--- config.mk ---
export PLATFORM = sky130hd
export DESIGN_NAME = cdb_arbiter
export DESIGN_NICKNAME = d
export VERILOG_FILES = /design/src/rtl/cdb_arbiter.sv
export SDC_FILE = /design/constraint.sdc
export NUM_CORES = 1
export LEC_CHECK = 0
export CORE_MARGIN = 4
export CORE_UTILIZATION = 40
export DETAILED_ROUTE_END_ITERATION = 10
export GPL_ROUTABILITY_DRIVEN = 1
export PLACE_DENSITY = 0.81
export SETUP_SLACK_MARGIN = 0.2
export SYNTH_ARGS = -nofsm -noshare
export SYNTH_HDL_FRONTEND = slang
export SYNTH_SLANG_ARGS = --single-unit
export TNS_END_PERCENT = 1
--- constraint.sdc ---
create_clock -name clk -period 1.8 [get_ports clk]
set_clock_uncertainty 0.1 [all_clocks]
set_input_delay 0.27 -clock clk [delete_from_list [all_inputs] [get_ports clk]]
set_output_delay 0.27 -clock clk [all_outputs]
set_load 0.03 [all_outputs]
--- src/rtl/cdb_arbiter.sv ---
// cdb_arbiter
//   Round-robin arbiter for the common data bus (CDB) of an out-of-order core.
//   Four execution units offer one completed result each (0 add/sub, 1 mul,
//   2 div, 3 load/store). At most one result is granted per cycle. The granted
//   tag/value are broadcast on the CDB one cycle later, for exactly one cycle.
//
// Ports
//   clk          : single clock, rising-edge active
//   rst          : synchronous active-high reset
//   req_valid    : per-unit result pending
//   req_tag      : per-unit ROB tag, unit i at [i*TAG_W +: TAG_W]
//   req_value    : per-unit result, unit i at [i*DATA_W +: DATA_W]
//   req_ready    : one-hot grant (combinational)
//   flush        : squash from the ROB; blocks grants and kills the broadcast
//   cdb_valid    : broadcast valid
//   cdb_tag      : broadcast ROB tag
//   cdb_value    : broadcast result
//   cdb_src      : index of the unit being broadcast
//   bcast_count  : running count of completed transfers (wraps)
module cdb_arbiter #(
  parameter int TAG_W  = 3,
  parameter int DATA_W = 8
) (
  input  logic                  clk,
  input  logic                  rst,
  input  logic [3:0]            req_valid,
  input  logic [4*TAG_W-1:0]    req_tag,
  input  logic [4*DATA_W-1:0]   req_value,
  output logic [3:0]            req_ready,
  input  logic                  flush,
  output logic                  cdb_valid,
  output logic [TAG_W-1:0]      cdb_tag,
  output logic [DATA_W-1:0]     cdb_value,
  output logic [1:0]            cdb_src,
  output logic [15:0]           bcast_count
);

  // Search order starts at ptr and wraps modulo 4. Returns {found, index}.
  function automatic logic [2:0] rr_pick(input logic [1:0] ptr, input logic [3:0] valid);
    logic [2:0] res;
    logic [1:0] idx;
    res = 3'b000;
    for (int k = 3; k >= 0; k--) begin
      // Walk from the farthest candidate back to ptr so the nearest one wins.
      idx = ptr + 2'(k);
      if (valid[idx]) begin
        res = {1'b1, idx};
      end else begin
        res = res;
      end
    end
    return res;
  endfunction

  logic [1:0]        rr_ptr_q, rr_ptr_d;
  logic              cdb_valid_q, cdb_valid_d;
  logic [TAG_W-1:0]  cdb_tag_q, cdb_tag_d;
  logic [DATA_W-1:0] cdb_value_q, cdb_value_d;
  logic [1:0]        cdb_src_q, cdb_src_d;
  logic [15:0]       bcast_count_q, bcast_count_d;

  logic [2:0]        pick_s;
  logic [1:0]        win_s;
  logic              xfer_s;
  logic [3:0]        grant_s;

  // Arbitration: pick the winner and form the one-hot grant.
  always_comb begin
    pick_s  = rr_pick(rr_ptr_q, req_valid);
    win_s   = pick_s[1:0];
    grant_s = 4'b0000;
    // Reset and flush both suppress the grant so nothing is consumed.
    if (pick_s[2] && !rst && !flush) begin
      grant_s[win_s] = 1'b1;
    end else begin
      grant_s = 4'b0000;
    end
    xfer_s = |grant_s;
  end

  assign req_ready = grant_s;

  // Next-state: capture the winner on a transfer, otherwise hold the payload.
  always_comb begin
    rr_ptr_d      = rr_ptr_q;
    cdb_valid_d   = 1'b0;
    cdb_tag_d     = cdb_tag_q;
    cdb_value_d   = cdb_value_q;
    cdb_src_d     = cdb_src_q;
    bcast_count_d = bcast_count_q;
    if (xfer_s) begin
      rr_ptr_d      = win_s + 2'd1;
      cdb_valid_d   = 1'b1;
      cdb_tag_d     = req_tag[int'(win_s)*TAG_W +: TAG_W];
      cdb_value_d   = req_value[int'(win_s)*DATA_W +: DATA_W];
      cdb_src_d     = win_s;
      bcast_count_d = bcast_count_q + 16'd1;
    end else begin
      rr_ptr_d      = rr_ptr_q;
    end
  end

  // State registers with synchronous reset.
  always_ff @(posedge clk) begin
    if (rst) begin
      rr_ptr_q      <= 2'd0;
      cdb_valid_q   <= 1'b0;
      cdb_tag_q     <= '0;
      cdb_value_q   <= '0;
      cdb_src_q     <= 2'd0;
      bcast_count_q <= 16'd0;
    end else begin
      rr_ptr_q      <= rr_ptr_d;
      cdb_valid_q   <= cdb_valid_d;
      cdb_tag_q     <= cdb_tag_d;
      cdb_value_q   <= cdb_value_d;
      cdb_src_q     <= cdb_src_d;
      bcast_count_q <= bcast_count_d;
    end
  end

  assign cdb_valid   = cdb_valid_q;
  assign cdb_tag     = cdb_tag_q;
  assign cdb_value   = cdb_value_q;
  assign cdb_src     = cdb_src_q;
  assign bcast_count = bcast_count_q;

endmodule

# --- Word level (Yosys, flattened, before mapping) ---
# Cells that the tools add are included.
op_classes:
  n_mux: 16
  n_mul: 1
  n_lt_le_gt_ge: 6
  reduce_logical: 6
  shift: 2
  addsub: 5
ops:
  columns: ["operator", "n"]
  rows:
  - ["$shiftx A32 B6 Y8", 1]
  - ["$add A16 B1 Y16 const B", 1]
  - ["$lt A2 B3 Y1 const B", 5]
  - ["$mux W3", 4]
  - ["$shiftx A12 B5 Y3", 1]
  - ["$bmux W1 S2", 4]
  - ["$mux W1", 6]
  - ["$add A2 B1 Y2 const B", 2]
  - ["$add A2 B2 Y2 const B", 2]
  - ["$mul A2 B2 Y4 const B", 1]
  - ["$mux W4", 1]
  - ["$reduce_or A4 Y1", 1]
  - ["$logic_and A1 B1 Y1", 3]
  - ["$demux W1 S2", 1]
  - ["$ge A2 B1 Y1 const B", 1]
  - ["$logic_not A1 Y1", 2]
totals:
  ff_bits: 32

# --- Depth between registers and ports, before layout ---
# Gate-level depths: netlist of the first run.
logic_depth:
  word_depth: 14
  depth_mapped: 7
  mapped_depth_nobuf: 6

# --- Least setup slack after synthesis of the first run ---
# OpenSTA, ideal clock, no wires.
synth_timing:
  kind: "reg2out"
  from: "register rr_ptr_q[1]"
  to: "output req_ready[1]"
  setup_slack_ns: -0.180
  t_arrival_ns: 1.610
  stages_incl_launch_ff: 6
  required_time_ns: 1.430
  cell_sequence: "dfxtp_1 inv_1 a221oi_1 o22ai_1 buf_2 nor3_1"
synth_between:
  elab_chain_cells: 12
  word_cells_on_any_way: 23
  classes_between: "add/sub: 3; order compare: 2; mux: 15; reduce/logical: 3"
synth_lines:
  columns: ["item", "line_no", "text"]
  rows:
  - ["start: declaration", "55", "logic [1:0] rr_ptr_q, rr_ptr_d;"]
  - ["start signal: assignment", "113", "rr_ptr_q <= rr_ptr_d;"]
  - ["$add A2 B2 Y2", "45", "idx = ptr + 2'(k);"]
  - ["$bmux W1 S2", "46", "if (valid[idx]) begin"]
  - ["$mux W1 (implied by the code)", "46", null]
  - ["$mux W3 (3 in a row)", "46", null]
  - ["$mux W3 *", "46", null]
  - ["$lt A2 B3 Y1 (implied by the code) or $ge A2 B1 Y1 (tied branches)", "74", "grant_s[win_s] = 1'b1;"]
  - ["$logic_and A1 B1 Y1 (implied by the code)", "74", null]
  - ["$mux W1 (implied by the code)", "74", null]
  - ["$demux W1 S2", "74", null]
  - ["$mux W4 *", "73", "if (pick_s[2] && !rst && !flush) begin"]
  - ["end: declaration", "29", "output logic [3:0] req_ready,"]
# Mark *: on every way between the ends. The rest lies on a longest branch, timed or not. The select of a mux whose other input is x is not followed.

# --- Worst setup path in the final report of the first run ---
# Same ends and word-level chain as after synthesis.

==> results.toml, run 1 <==
[run]
maxCapViolCount = 0

[yosys]
ys_ff_latch = 32
synth_cell_type_count = 34
ys_seq_area_share_pct = 38.6
avgSynthCellArea_um2 = 9.17
synthTopCellsByArea = "dfxtp_1 39%, mux2i_1 13%, o221ai_1 6.3%, nand3b_1 5.9%, xnor2_1 4.2%"
netlist_area_um2 = 1660
synthCells = 181
synth_ff_type = "dfxtp_1"
synth_edf_count = 0
netlist.area_leader.share_pct = 38.6
syn_nets = 233
async_reset_ff_share_pct = 0
yosysTopAreaCell = "dfxtp_1"
ys_warn_count = 0

[min_path]
worstHoldStart = "cdb_src[1]"
holdPathStages = 2
hold_class = "reg2reg"
hold_end = "cdb_src[1]"

[clocking]
cts_max_level = 2
cts-root-buf = "clkbuf_8"
clockBufferDepth = 2
clk_pin_slew_worst_paths_ps = 70
ctsHoldBuffers = 0
cts_tree = "built"
cts_buffers = 5
clk_latency_ps = 280
cts_sinks = 32

[setup_path]
end_kind = "output pin"
path_cells = "a21oi_1 > or3_4 > o221a_4 > nor3_4 > buf_6"
critPathLaunchType = "register"
crit_type = "reg2out"
crit_buf_inv = 1
crit-reg2reg-capture = "cdb_value[3]"
rr_worst_depth = 8
cp.arrival_ps = 1600
r2r_start = "rr_ptr_q[0]"
cpMaxStageDelayCell = "dfxtp_4"
r2r_slack_ps = -100
cp.required_ps = 1430
slowest_delay_ps = 390
crit_family = "simple AND/OR/NAND/NOR gates"
cp_max_fo = 5

[finish]
drive_gt1_share_pct = 23.4
syn_to_final_growth_pct = 76.3
n_antenna_cell = 0
stdcell_count = 336
layout.nets = 337
fillers = 309

[drt]
drc = 0
viasPerCell = 5.24
antenna_left = 0
via_count = 1761
drt_wl_total_mm = 5.21
dr.pass1.iters = 4
first_iter_violations = 92
wl_per_cell_um = 15.5

[global_route]
grt_usage_pct = 19.4
antenna_found_initial = 0
grt_pass1_wl_mm = 7.92
gr-total-overflow = 0
grt_pass1_vias = 1667
grt_max_degree = 32

[die]
initial_core_util_pct = 41.5
die_h_um = 72.4
std_cell_rows = 23
dieArea_um2 = 5250
ios = 85
core_area_um2 = 4000
die_w_um = 72.4

[sta]
period_share_pct = 109
rsz0062_at_grt = "true"
worst_pin_slew_ps = 403
hold_violations = 0
setup_slack_ps = -166
setup_viol = 15
slew_headroom_pct = 73.1
finalMaxSlewViolations = 0
fmax_mhz = 509
fin_crit_ps = 1970

[placement]
hpwl_mm = 3.59
place_congestion = 0.869
portBuffers = 84
placedCellCount = 324

[power]
peakVddDrop_v = 0.000476
cellPowerDensity_nw_per_um2 = 727
totalPowerFinal_mw = 2.13
leakagePower_nw = 1.31

[status]
violations = "negative setup slack"
outcome = "finished, violations left"
-- power by group --
group          total (mW)  switching, mW  internal, mW
logic               0.650          0.317         0.333
clock network       0.684          0.273         0.411
registers           0.794         0.0331         0.761
-- worst min-delay path: cells and delay by family, from the launching register on --
| kind | cells | cell delay, ps |
|---|---|---|
| flip-flops | 1 | 310 |
| AND/OR/NAND/NOR | 2 | 120 |
-- registers in the layout, summed over array words and instances (netlist names) --
name         flops
cdb_src          2
cdb_valid        1
cdb_tag          3
rr_ptr_q         2
bcast_count     16
cdb_value        8
-- per-layer routing --
metal | vias up | track usage (%) | share of wire, %
met3 | 11 | 3.32 | 5.0
met4 | 0 | 8.81 | 2.5
li1 | 872 | - | -
met2 | 47 | 33.5 | 51
met1 | 831 | 23.5 | 42
met5 | - | 0 | 0
-- cell usage in the layout (no fill, tap or decap), drive strengths merged, types with 2 or more instances in the layout --
| cell | count |
|---|---|
| xnor2 | 8 |
| and3 | 3 |
| a21oi | 5 |
| dfxtp | 32 |
| nor2b | 2 |
| or3 | 6 |
| nand4 | 2 |
| nand3b | 13 |
| clkbuf | 7 |
| clkdlybuf4s15 | 2 |
| dlygate4sd2 | 31 |
| nand3 | 6 |
| nor2 | 14 |
| and4 | 2 |
| mux2i | 22 |
| nor3 | 8 |
| o221ai | 12 |
| nand2 | 10 |
| clkdlybuf4s50 | 46 |
| xor2 | 4 |
| o21ai | 7 |
| buf | 28 |
| inv | 6 |
-- layout make-up --
type	instances	area (um^2)	area share, %
Clock buffer	6	72.6	2.48
Multi-Input combinational cell	132	1060	36.1
Tap cell	50	62.6	2.14
Clock inverter	2	35.0	1.20
Timing Repair Buffer	108	1020	35.0
Sequential cell	32	653	22.3
Inverter	6	22.5	0.770
-- per-stage QoR --
stage / cell area (um^2) / TNS, ps / utilization [%] / hold WS (ps) / setup slack, ps
after floorplan: 1710 / 0 / - / 340 / 173
after global placement: 2720 / -13490 / 68.1 / 359 / -483
after detailed placement: 2720 / -14310 / 68.1 / 371 / -513
after CTS: 2920 / -948 / 72.9 / 379 / -193
after global routing: 2930 / -2850 / 73.2 / 396 / -219
final: 2930 / -1180 / 73.2 / 373 / -166
-- synthesized netlist by cell type, types with 2 or more instances --
cell type  instances
o21ai_0            6
dfxtp_1           32
or3_1              6
xor2_1             4
nand3_1            5
nand3b_1          13
nand4_1            2
clkbuf_1           3
inv_1              5
xnor2_1            8
and4_1             2
a21oi_1            5
buf_6              3
buf_2              4
and3_1             3
mux2i_1           22
nand2_1            9
nor2_1            14
nor3_1             8
nor2b_1            2
o221ai_1          12
-- what timing repair did --
item / 4_1_cts / 5_1_grt
setup buffers: 4 / 0
resized for setup: 63 / 3
setup endpoints to repair: 66 / 32
pin swaps: 15 / 10
-- worst max path at each step --
stage,startpoint,endpoint,slack (ps),cells past startpoint
5_1_grt,rr_ptr_q[0],req_ready[3],-220,7
3_5_place_dp,req_valid[0],cdb_value[7],-510,8
6_report,rr_ptr_q[1],req_ready[1],-170,5
4_1_cts,rr_ptr_q[1],req_ready[1],-190,7
3_3_place_gp,req_valid[0],cdb_value[4],-480,8
2_1_floorplan,req_valid[1],req_ready[1],170,5
-- logic make-up after synthesis --
group                    share of synthesized area (%)
multiplexers                                      13.3
AND/OR/NAND/NOR                                   23.4
XOR/XNOR                                          6.33
adder cells (fa/ha/maj)                          0.753
AO/OA/AOI/OAI                                     12.0
buffers and inverters                             5.73
flip-flops                                        38.6
Power figures use the tool's default switching activity.
==> run 2, diff against run 1 <==
--- a/config.mk
+++ b/config.mk
@@ -9,8 +9,10 @@
 export CORE_UTILIZATION = 40
 export DETAILED_ROUTE_END_ITERATION = 10
 export GPL_ROUTABILITY_DRIVEN = 1
+export GPL_TIMING_DRIVEN = 0
 export PLACE_DENSITY = 0.81
 export SETUP_SLACK_MARGIN = 0.2
+export SLEW_MARGIN = 20
 export SYNTH_ARGS = -nofsm -noshare
 export SYNTH_HDL_FRONTEND = slang
 export SYNTH_SLANG_ARGS = --single-unit
==> results.toml, run 2 (synthesis gave the netlist of run 1 again) <==
[finish]
largest_reg_flops = 16
syn_to_final_growth_pct = 76.7
fillers = 307
final_cell_mix = "44 x clkdlybuf4s50_1, 31 x dlygate4sd2_1, 24 x dfxtp_1"
n_antenna_cell = 0
layout_commonest_cell = "clkdlybuf4s50_1"
drive_gt1_share_pct = 23.8
final_cell_area_um2 = 2930
stdcell_count = 331
postLayoutCoreUtil_pct = 73.4
layout.nets = 332

[setup_path]
crit_type = "reg2out"
critPathLaunchType = "register"
cp_max_fo = 5
r2r_start = "rr_ptr_q[0]"
path_cells = "inv_2 > a221oi_2 > o22ai_2 > buf_6 > buf_6 > nor3_4 > buf_6"
rr_worst_depth = 9
cpMaxStageDelayCell = "dfxtp_2"
cp.required_ps = 1430
end_kind = "output pin"
cp_common_cell = "buf_6"
cp.arrival_ps = 1610
r2r_slack_ps = -80
slowest_delay_ps = 330
crit-reg2reg-capture = "cdb_value[5]"

[drt]
wl_per_cell_um = 16.7
antenna_left = 0
drc = 0
drt_wl_total_mm = 5.53
first_iter_violations = 79
via_count = 1819
dr.pass1.iters = 4
viasPerCell = 5.50

[power]
peakVddDrop_v = 0.000567
totalPowerFinal_mw = 2.25
leakagePower_nw = 1.28
cellPowerDensity_nw_per_um2 = 766

[global_route]
grt_pass1_wl_mm = 8.34
grt_usage_pct = 20.6
antenna_found_initial = 0
grt_pass1_vias = 1744
grt_max_degree = 11
gr-total-overflow = 0

[die]
core_area_um2 = 4000
ios = 85
die_w_um = 72.4
std_cell_rows = 23
die_h_um = 72.4
initial_core_util_pct = 41.5
dieArea_um2 = 5250

[sta]
hold_violations = 0
setup_viol = 14
setup_slack_ps = -180
period_share_pct = 110
worst_pin_slew_ps = 458
slew_headroom_pct = 69.5
whs_ps = 382
rsz0062_at_grt = "true"
fmax_mhz = 505
fin_crit_ps = 1980
tns_ps = -991
finalMaxSlewViolations = 0

[clocking]
clockBufferDepth = 2
cts_sinks = 32
cts_max_level = 2
cts-root-buf = "clkbuf_8"
clk_pin_slew_worst_paths_ps = 70
cts_tree = "built"
cts_buffers = 5
clk_latency_ps = 290
ctsHoldBuffers = 0

[min_path]
hold_end = "cdb_valid"
hold_class = "in2reg"
worstHoldStart = "flush"
holdPathStages = 5

[status]
outcome = "finished, violations left"
violations = "negative setup slack"

[placement]
placed_cell_area_um2 = 2610
portBuffers = 84
placedCellCount = 315
pre_cts_ws_ps = -1110
place_congestion = 0.833
hpwl_mm = 3.93

[run]
maxCapViolCount = 0
==> run 2: worst max-delay path by stage <==
stage                 startpoint            to  slack [ps]  cells past startpoint
floorplan           req_valid[1]  req_ready[1]         170                      5
global placement    req_valid[0]  req_ready[0]       -1060                      6
detailed placement  req_valid[0]  req_ready[0]       -1110                      6
CTS                  rr_ptr_q[1]  req_ready[1]        -160                      5
global route         rr_ptr_q[0]  req_ready[3]        -240                      7
finish               rr_ptr_q[0]  req_ready[3]        -180                      7
==> run 2: cell type report <==
cell class	instances	area (um^2)	area share (%)
multi-input combinational	132	1080	36.8
timing repair buffer	92	868	29.6
sequential	32	653	22.3
buffer	11	123	4.18
clock buffer	7	96.3	3.28
tap	50	62.6	2.13
clock inverter	1	30.0	1.02
inverter	6	22.5	0.768
==> run 2: worst max-delay path: cells and delay by family (launching register included) <==
family                 cells  cell delay [ps]
buffers and inverters      4              480
AO/OA/AOI/OAI              2              400
flip-flops                 1              330
AND/OR/NAND/NOR            1              110
==> run 2: timing repair <==
action,CTS,global route
pin swaps,6,12
endpoints found under the setup margin,65,27
endpoints found under the hold margin,0,0
resized for setup,98,20
setup buffers,6,2
==> run 2: report_power, final <==
part	leakage (nW)	total, mW	internal (mW)	switching [mW]
registers	0.265	0.796	0.761	0.0351
clock network	0.0645	0.768	0.489	0.280
logic	0.947	0.683	0.352	0.331
total	1.28	2.25	1.60	0.646
==> run 2: metal layers <==
metal	up-vias	global-route usage [%]	wire, um	share of wire [%]
li1	865	-	-	-
met1	890	25.0	2250	41
met2	51	35.0	2900	52
met3	13	5.26	234	4.2
met4	0	7.38	144	2.6
met5	-	0	0	0
==> run 3, diff against run 2 <==
--- a/config.mk
+++ b/config.mk
@@ -5,8 +5,9 @@
 export SDC_FILE = /design/constraint.sdc
 export NUM_CORES = 1
 export LEC_CHECK = 0
+export ABC_AREA = 1
 export CORE_MARGIN = 4
-export CORE_UTILIZATION = 40
+export CORE_UTILIZATION = 45
 export DETAILED_ROUTE_END_ITERATION = 10
 export GPL_ROUTABILITY_DRIVEN = 1
 export GPL_TIMING_DRIVEN = 0
==> results.toml, run 3 <==
[status]
outcome = "finished, violations left"
violations = "negative setup slack"

[yosys]
ys_seq_area_share_pct = 28.4
synth_common_cells = "119 x nand2_1, 70 x nand3_1, 41 x inv_1, 32 x dfxtp_1, 19 x nor2_1"
syn_nets = 420
avgSynthCellArea_um2 = 6.13
synth.most_common_cell = "nand2_1"
synthCells = 368
synth.area.mux_share_pct = 0
netlist_area_um2 = 2250
synth_edf_count = 0
synthTopCellsByArea = "dfxtp_1 28%, nand2_1 20%, nand3_1 16%, inv_1 6.8%, a21oi_1 3.6%"
yosysTopAreaCell = "dfxtp_1"
synth_ff_type = "dfxtp_1"
netlist.area_leader.share_pct = 28.4
synth_adder_area_share_pct = 0.555
synth_top_family_by_area = "simple AND/OR/NAND/NOR gates"
ys_ff_latch = 32
synth_cell_type_count = 29
yosys.area_share.simple_pct = 48.7
synth_compound_area_share_pct = 7.27
ys_warn_count = 0
synth-xor-area-share_pct = 1.55
async_reset_ff_share_pct = 0

[global_route]
grt_pass1_wl_mm = 11.3
antenna_found_initial = 0
grt_usage_pct = 22.6
grt_max_degree = 11
gr-total-overflow = 0
grt_pass1_vias = 2613

[drt]
drc = 0
routed.top_layer = "met4"
wl_per_cell_um = 12.5
first_iter_violations = 139
via_count = 2709
antenna_left = 0
drt_wl_total_mm = 6.74
wl_met2_mm = 3.18
met1_length_mm = 2.74
dr.pass1.iters = 4
wl_met3_um = 567
viasPerCell = 5.02

[die]
die_h_um = 78.8
core_area_um2 = 4790
dieArea_um2 = 6210
std_cell_rows = 25
ios = 85
initial_core_util_pct = 47.1
die_w_um = 78.8

[sta]
finalMaxSlewViolations = 0
tns_ps = -3620
period_share_pct = 127
fin_crit_ps = 2280
worst_pin_slew_ps = 484
fmax_mhz = 439
setup_slack_ps = -480
hold_violations = 0
setup_viol = 26
slew_headroom_pct = 67.8
rsz0062_at_grt = "true"

[setup_path]
cp_max_fo = 8
cp.arrival_ps = 1910
crit_type = "reg2out"
crit_family = "simple AND/OR/NAND/NOR gates"
slowest_delay_ps = 330
startpoint = "rr_ptr_q[0]"
cp_common_cell = "nand2_4"
path_cells = "buf_8 > inv_8 > nand2_2 > nand2_4 > nand2_4 > nand2_4 > nor2_4 > nor2_4 > nand2_4 > nand2_4 > buf_8 > nor3_4 > buf_6"
end_kind = "output pin"
crit_buf_inv = 4
cp.required_ps = 1430
critPathLaunchType = "register"
rr_worst_depth = 16
crit_cells = 13
r2r_start = "rr_ptr_q[0]"
cpMaxStageDelayCell = "dfxtp_2"

[power]
p_comb_share_pct = 52.3
clockPowerShare_pct = 19.8
p_sw_mw = 1.20
p_seq_share_pct = 27.9
peakVddDrop_v = 0.000671
p_sw_share_pct = 40.0
p_int_mw = 1.80
totalPowerFinal_mw = 2.99
leakagePower_nw = 1.77
cellPowerDensity_nw_per_um2 = 841

[clocking]
cts_max_level = 2
clk_pin_slew_worst_paths_ps = 60
cts_sinks = 32
cts_tree = "built"
cts_buffers = 5
clockBufferDepth = 2
clk_latency_ps = 280
cts-root-buf = "clkbuf_8"

[min_path]
worstHoldStart = "rst"
holdPathStages = 2
hold_class = "in2reg"

[placement]
hpwl_mm = 4.98
portBuffers = 83
pre_cts_ws_ps = -1170
place_congestion = 0.958

[finish]
syn_to_final_growth_pct = 57.9
final_cell_mix = "110 x nand2_1, 65 x nand3_1, 47 x clkdlybuf4s50_1"
n_antenna_cell = 0
drive_gt1_share_pct = 20.1
postLayoutCoreUtil_pct = 74.4
layout.nets = 525
largest_reg_flops = 16
layout_commonest_cell = "nand2_1"

[run]
maxCapViolCount = 0
## run 3: metal layers
| layer | vias up | global-route usage (%) |
|---|---|---|
| met5 | - | 0 |
| met4 | 0 | 9.44 |
| met3 | 25 | 6.92 |
| met2 | 106 | 36.8 |
| met1 | 1192 | 27.5 |
| li1 | 1386 | - |
## run 3: cells by family (layout without fill, tap and decap cells)
logic type | count (synthesis) | in the layout
AO/OA/AOI/OAI | 28 | 28
XOR/XNOR | 4 | 4
adder cells (fa/ha/maj) | 1 | 1
buffers and inverters | 63 | 168
flip-flops | 32 | 32
AND/OR/NAND/NOR | 240 | 240
## run 3: power groups by stage
stage / registers [mW] / logic (mW) / clock network (mW)
after CTS: 0.832 / 1.51 / 0.603
after global routing: 0.844 / 1.72 / 0.644
after floorplan: 0.978 / 0.836 / 0
final: 0.835 / 1.57 / 0.593
after global placement: 0.848 / 1.39 / 0
after detailed placement: 0.848 / 1.41 / 0
## run 3: metrics by stage
step / hold WS (ps) / cells / cell area [um^2]
final: 291 / 540 / 3560
after global placement: 357 / 518 / 3250
after floorplan: 453 / 368 / 2330
after detailed placement: 358 / 518 / 3250
after global routing: 313 / 540 / 3560
after CTS: 280 / 537 / 3470
## run 3: worst register-to-register path, delay by kind of cell (launching register included)
kind | cells | cell delay, ps
buf+inv | 5 | 650
flops | 1 | 320
simple gates | 11 | 800
## run 3: timing repair
action	in CTS	in global routing
gates resized for setup	83	17
hold buffers	0	0
setup buffers	12	3
pin swaps	15	7
endpoints found under the setup margin	66	36
hold endpoints to repair	0	0
## run 3: path summary, 6_finish.rpt
check / slack, ps / end
hold reg to reg: 360 / cdb_value[6]
hold / removal: 290 / bcast_count[13]
setup / recovery: -480 / req_ready[3]
setup reg to reg: -170 / cdb_tag[0]
## run 3: layout make-up
type | count | area (um^2)
multi-input combinational | 273 | 1460
fill | 400 | 1220
timing repair buffer | 98 | 923
sequential | 32 | 646
inverter | 45 | 179
buffer | 18 | 174
clock buffer | 7 | 96.3
tap | 67 | 83.8
